`src/rtl/cache_arb_pkg.sv`:
```
// Shared definitions for the two-port cache line arbiter: FSM encoding and default widths.
`timescale 1ns/1ps
package cache_arb_pkg;

    localparam int ADDR_WIDTH_DEF = 32;
    localparam int LINE_WIDTH_DEF = 128;

    typedef logic [1:0] arb_state_t;

    localparam arb_state_t ST_IDLE = 2'd0;
    localparam arb_state_t ST_BUSY = 2'd1;
    localparam arb_state_t ST_TURN = 2'd2;

endpackage

```
`src/rtl/arb_pick2.sv`:
```
// Combinational two-way picker: a lone requester always wins, a tie goes to the port named by ptr.
`timescale 1ns/1ps
module arb_pick2 (
    input  logic req0,
    input  logic req1,
    input  logic ptr,
    output logic win
);

    assign win = req1 & (~req0 | ptr);

endmodule

```
`src/rtl/cache_mem_arbiter.sv`:
```
// Two-port cache-to-memory line arbiter with IDLE/BUSY/TURN sequencing.
// Define CACHE_ARB_RR_EN for round-robin tie-breaking; otherwise port 0 wins every tie.
`timescale 1ns/1ps
module cache_mem_arbiter
    import cache_arb_pkg::*;
#(
    parameter int ADDR_WIDTH = ADDR_WIDTH_DEF,
    parameter int LINE_WIDTH = LINE_WIDTH_DEF
) (
    input  logic                  clk,
    input  logic                  rstn,
    input  logic                  p0_mem_r,
    input  logic                  p0_mem_w,
    input  logic [ADDR_WIDTH-1:0] p0_mem_addr,
    input  logic [LINE_WIDTH-1:0] p0_mem_w_data,
    output logic [LINE_WIDTH-1:0] p0_mem_r_data,
    output logic                  p0_mem_ready,
    input  logic                  p1_mem_r,
    input  logic                  p1_mem_w,
    input  logic [ADDR_WIDTH-1:0] p1_mem_addr,
    input  logic [LINE_WIDTH-1:0] p1_mem_w_data,
    output logic [LINE_WIDTH-1:0] p1_mem_r_data,
    output logic                  p1_mem_ready,
    output logic                  m_req,
    output logic                  m_we,
    output logic [ADDR_WIDTH-1:0] m_addr,
    output logic [LINE_WIDTH-1:0] m_wdata,
    input  logic [LINE_WIDTH-1:0] m_rdata,
    input  logic                  m_ready,
    output logic                  busy,
    output logic                  owner
);

    arb_state_t            state_q, state_d;
    logic                  owner_q, owner_d;
    logic                  we_q, we_d;
    logic [ADDR_WIDTH-1:0] addr_q, addr_d;
    logic [LINE_WIDTH-1:0] wdata_q, wdata_d;

    logic req0, req1, pick_ptr, pick_win;
    logic in_busy, done;

    assign req0 = p0_mem_r | p0_mem_w;
    assign req1 = p1_mem_r | p1_mem_w;

`ifdef CACHE_ARB_RR_EN
    logic ptr_q, ptr_d;
    assign pick_ptr = ptr_q;
`else
    assign pick_ptr = 1'b0;
`endif

    arb_pick2 u_pick (
        .req0 (req0),
        .req1 (req1),
        .ptr  (pick_ptr),
        .win  (pick_win)
    );

    always_comb begin
        state_d = state_q;
        owner_d = owner_q;
        we_d    = we_q;
        addr_d  = addr_q;
        wdata_d = wdata_q;
`ifdef CACHE_ARB_RR_EN
        ptr_d   = ptr_q;
`endif
        case (state_q)
            ST_IDLE: begin
                if (req0 || req1) begin
                    // A port raising both read and write is served as a write.
                    owner_d = pick_win;
                    we_d    = pick_win ? p1_mem_w      : p0_mem_w;
                    addr_d  = pick_win ? p1_mem_addr   : p0_mem_addr;
                    wdata_d = pick_win ? p1_mem_w_data : p0_mem_w_data;
`ifdef CACHE_ARB_RR_EN
                    ptr_d   = ~pick_win;
`endif
                    state_d = ST_BUSY;
                end
            end
            ST_BUSY: begin
                if (m_ready) begin
                    state_d = ST_TURN;
                end
            end
            ST_TURN: state_d = ST_IDLE;
            default: state_d = ST_IDLE;
        endcase
    end

    always_ff @(posedge clk or negedge rstn) begin
        if (!rstn) begin
            state_q <= ST_IDLE;
            owner_q <= 1'b0;
            we_q    <= 1'b0;
            addr_q  <= '0;
            wdata_q <= '0;
        end else begin
            state_q <= state_d;
            owner_q <= owner_d;
            we_q    <= we_d;
            addr_q  <= addr_d;
            wdata_q <= wdata_d;
        end
    end

`ifdef CACHE_ARB_RR_EN
    always_ff @(posedge clk or negedge rstn) begin
        if (!rstn) begin
            ptr_q <= 1'b0;
        end else begin
            ptr_q <= ptr_d;
        end
    end
`endif

    // Downstream sees only the latched request, and only while the transaction is live.
    assign in_busy = (state_q == ST_BUSY);
    assign done    = in_busy & m_ready;

    assign m_req   = in_busy;
    assign m_we    = in_busy & we_q;
    assign m_addr  = in_busy ? addr_q  : '0;
    assign m_wdata = in_busy ? wdata_q : '0;

    assign busy  = (state_q != ST_IDLE);
    assign owner = owner_q;

    assign p0_mem_ready  = done & ~owner_q;
    assign p1_mem_ready  = done &  owner_q;
    assign p0_mem_r_data = (busy && !owner_q) ? m_rdata : '0;
    assign p1_mem_r_data = (busy &&  owner_q) ? m_rdata : '0;

endmodule

```
`config.mk`:
```
export PLATFORM = sky130hd
export DESIGN_NAME = cache_mem_arbiter
export DESIGN_NICKNAME = d
export VERILOG_FILES = /design/src/rtl/cache_arb_pkg.sv /design/src/rtl/arb_pick2.sv /design/src/rtl/cache_mem_arbiter.sv
export SDC_FILE = /design/constraint.sdc
export NUM_CORES = 1
export LEC_CHECK = 0
export BUFFER_PORTS_ARGS = -buffer_cell sky130_fd_sc_hd__buf_2
export CAP_MARGIN = 20
export CORE_AREA = 2 2 340 342
export CTS_BUF_LIST = sky130_fd_sc_hd__clkbuf_4 sky130_fd_sc_hd__clkbuf_8 sky130_fd_sc_hd__clkbuf_16
export CTS_CLUSTER_SIZE = 8
export DETAILED_ROUTE_END_ITERATION = 16
export DIE_AREA = 0 0 342 344
export PLACE_DENSITY = 0.37
export SYNTH_ARGS = -nofsm -noshare
export SYNTH_HDL_FRONTEND = slang
export SYNTH_SLANG_ARGS = --single-unit
```
`constraint.sdc`:
```
create_clock -name clk -period 3.5 [get_ports clk]
set_input_delay 0.7 -clock clk [delete_from_list [all_inputs] [get_ports clk]]
set_output_delay 0.7 -clock clk [all_outputs]
set_load 0.02 [all_outputs]
```
==> impl_metrics.csv <==
group,metric,value,unit
worst_hold_path,min_path_type,"in -> async",
yosys,synth_edf_count,0,
sta,worst_pin_slew,0.937,ns
sta,finalSetupViolations,0,
run,drv_cap,0,
final_layout,final_nets,2295,
die,die_h,344,um
yosys,avgSynthCellArea,9.97,um^2
global_routing,antenna_found_initial,54,
global_routing,grt_pass1_vias,11600,
yosys,synthesis.nets,1494,
detailed_routing,drc,0,
yosys,ys_seq_area_frac,0.396,
detailed_routing,ant_nets,0,
final_layout,regArea,4100,um^2
sta,final_max_slew_viol_count,0,
detailed_routing,route.vias.total,11800,
detailed_routing,wl_per_cell,23.0,um
clock_tree,cts_buffers,17,
clock_tree,hold_buffers,0,
power,cellPowerDensity,928,nW/um^2
sta,timing.fmax,333,MHz
power,p_comb_frac,0.664,
die,die-area,118000,um^2
critical_path,path_class,"reg -> out",
critical_path,r2r_start,"state_q[1]",
placed_design,post_dp_cell_area,16500,um^2
placed_design,place_inst,3333,
global_routing,grt_use_total,0.125,
detailed_routing,dr.pass1.iters,5,
die,pin_count,877,
sta,whs,0.196,ns
critical_path,cp.required,2.80,ns
sta,finClkSkew,0.0167,ns
yosys,synth_cell_types,20,
yosys,synth_seq_cells,164,
final_layout,multi_input_area,5760,um^2
final_layout,final.fill_count,13200,
critical_path,timing.reg2reg.setup_slack,1.19,ns
yosys,syn_area,10400,um^2
power,clockPowerShare,0.124,
yosys,synth_most_common_cell,"and2_1",
clock_tree,clk-insertion-delay-late,0.50,ns
run_status,status,"completed",
final_layout,drive_gt1_frac,0.550,
critical_path,worst_setup_path_start_kind,"flop",
yosys,netlist_top_cells_count,"and2_1, dfrtp_1, nand3b_1",
critical_path,worstRegToRegCells,5,
detailed_routing,wl,77.7,mm
power,switching_share,0.517,
detailed_routing,routed_via_density,3.49,
yosys,synth_top_area_frac,0.396,
die,dieWidth,342,um
final_layout,stdcell_count,3375,
power,power_switching,0.00820,W
global_routing,grt_max_degree,161,
sta,finalHoldViolCount,0,
yosys,synth_flop_cell,"dfrtp_1",
critical_path,slowest_stage,"nor2b_4",
power,p_seq_frac,0.212,
power,leakage,8.06,nW
final_layout,design_area,17100,um^2
final_layout,syn_to_final_growth,64.9,%
yosys,syn-instance-count,1039,
critical_path,crit_chain,"nor2b_4 > buf_4 > and2_1 > buf_2",
clock_tree,root_buffer,"clkbuf_16",
clock_tree,cts_sinks,164,
clock_tree,cts_max_level,4,
sta,rsz0062_at_grt,"false",
sta,slew-limit-headroom,0.376,
critical_path,endpoint_kind,"primary output",
critical_path,slowest_delay,0.64,ns
power,ir_drop,633,uV
sta,fin_setup_tns,0,ns
global_routing,grt-ovfl-total,0,
clock_tree,clockBufferDepth,2,
global_routing,grt_pass1_wl,101,mm
critical_path,r2r-end,"addr_q[26]",
clock_tree,clkSlewWorstSetupHoldPaths,0.08,ns
placed_design,io_buffer_count,876,
die,core,114000,um^2
yosys,synth.area.top_cells,"dfrtp_1, and2_1, nand3b_1",
clock_tree,cts_tree,"done",
sta,fin_crit,3.01,ns
critical_path,crit_fanout,26,
sta,min_period_over_period,0.859,
placed_design,gp_congestion,0.819,
clock_tree,cts_setup_buffers,0,
die,row_count,124,
yosys,yosys_warnings,0,
critical_path,arrival,2.31,ns
placed_design,dp_hpwl,62.7,mm
clock_tree,cts_resized,0,
detailed_routing,drt_iter0_markers,493,
yosys,yosys.area.top_type,"dfrtp_1",
power,intPower,0.00765,W
yosys,ys_async_sr_fraction,1.00,
die,initial_core_util,0.0910,
-- stage by stage --
| stage | total power, W | setup WS, ns | util |
|---|---|---|---|
| after CTS | 0.0162 | 0.312 | 0.150 |
| final | 0.0159 | 0.495 | 0.150 |
| after floorplan | 0.00973 | 1.40 | - |
| after detailed placement | 0.0141 | 0.903 | 0.145 |
| after global routing | 0.0169 | 0.250 | 0.150 |
| after global placement | 0.0142 | 0.959 | 0.145 |
-- sequential cells by signal, summed over array words and instances (netlist names) --
register / flops
state_q: 2
addr_q: 32
we_q: 1
owner: 1
wdata_q: 128
-- final cells by class --
class / instances / area share
multi-input combinational: 754 / 0.337
timing repair buffer: 899 / 0.276
sequential: 164 / 0.240
tap: 1512 / 0.111
clock buffer: 19 / 0.0265
clock inverter: 13 / 0.00667
antenna: 10 / 0.00146
inverter: 4 / 0.000879
-- layer usage --
layer / routed length, um / up-vias / GRT usage / part of all wire
li1: - / 5307 / - / -
met3: 6910 / 158 / 0.0519 / 0.089
met5: 329 / - / 0 / 0.0042
met4: 2200 / 52 / 0.0412 / 0.028
met1: 27700 / 5699 / 0.127 / 0.36
met2: 40600 / 559 / 0.229 / 0.52
-- power groups by stage --
stage	Sequential (W)	Clock (W)	Combinational, W
2_1_floorplan	0.00316	0	0.00657
3_3_place_gp	0.00338	0	0.0108
3_5_place_dp	0.00337	0	0.0108
4_1_cts	0.00336	0.00208	0.0108
5_1_grt	0.00348	0.00214	0.0113
6_report	0.00335	0.00197	0.0105
-- logic make-up (layout without fill, tap and decap cells) --
logic type             after synthesis  count (layout)  share of synthesized area
AOI/OAI and AO/OA                  165             165                      0.177
buffers and inverters              121             935                     0.0523
DFF                                164             164                      0.396
muxes                                1               1                   0.000966
other                                0              10                          0
and+or+nand+nor                    588             588                      0.374
-- cells in the final DEF (no fill, tap or decap) --
| cell | count |
|---|---|
| and3_1 | 1 |
| o221a_2 | 80 |
| nor2b_4 | 2 |
| inv_6 | 4 |
| o221a_1 | 80 |
| clkinv_4 | 3 |
| nand3_4 | 1 |
| mux2i_1 | 1 |
| clkinvlp_4 | 4 |
| diode_2 | 10 |
| dfrtp_1 | 164 |
| nor2b_1 | 1 |
| clkbuf_8 | 3 |
| or2_4 | 1 |
| buf_12 | 12 |
| nor2_4 | 2 |
| buf_2 | 875 |
| nand3b_1 | 160 |
| a21o_1 | 1 |
| or2_2 | 1 |
| clkbuf_16 | 17 |
| and2_1 | 418 |
| buf_4 | 11 |
| o21a_4 | 1 |
| inv_1 | 4 |
| a21oi_1 | 3 |
| nor2_1 | 1 |
| inv_8 | 2 |
-- critical path, delay by kind of cell (launching register included) --
kind / cells / cell delay (ns)
and+or+nand+nor: 2 / 0.83
DFF: 1 / 0.47
buffers and inverters: 2 / 0.50
-- worst max-delay path by stage --
stage / endpoint / from / slack, ns / cells past startpoint
final: p1_mem_r_data[117] / owner / 0.49 / 4
after detailed placement: p1_mem_r_data[117] / owner / 0.90 / 4
after global placement: p1_mem_r_data[117] / owner / 0.96 / 4
after CTS: p1_mem_r_data[117] / owner / 0.31 / 4
after global routing: p1_mem_r_data[117] / owner / 0.25 / 4
after floorplan: p1_mem_r_data[100] / owner / 1.40 / 4
Power figures use the tool's default switching activity.
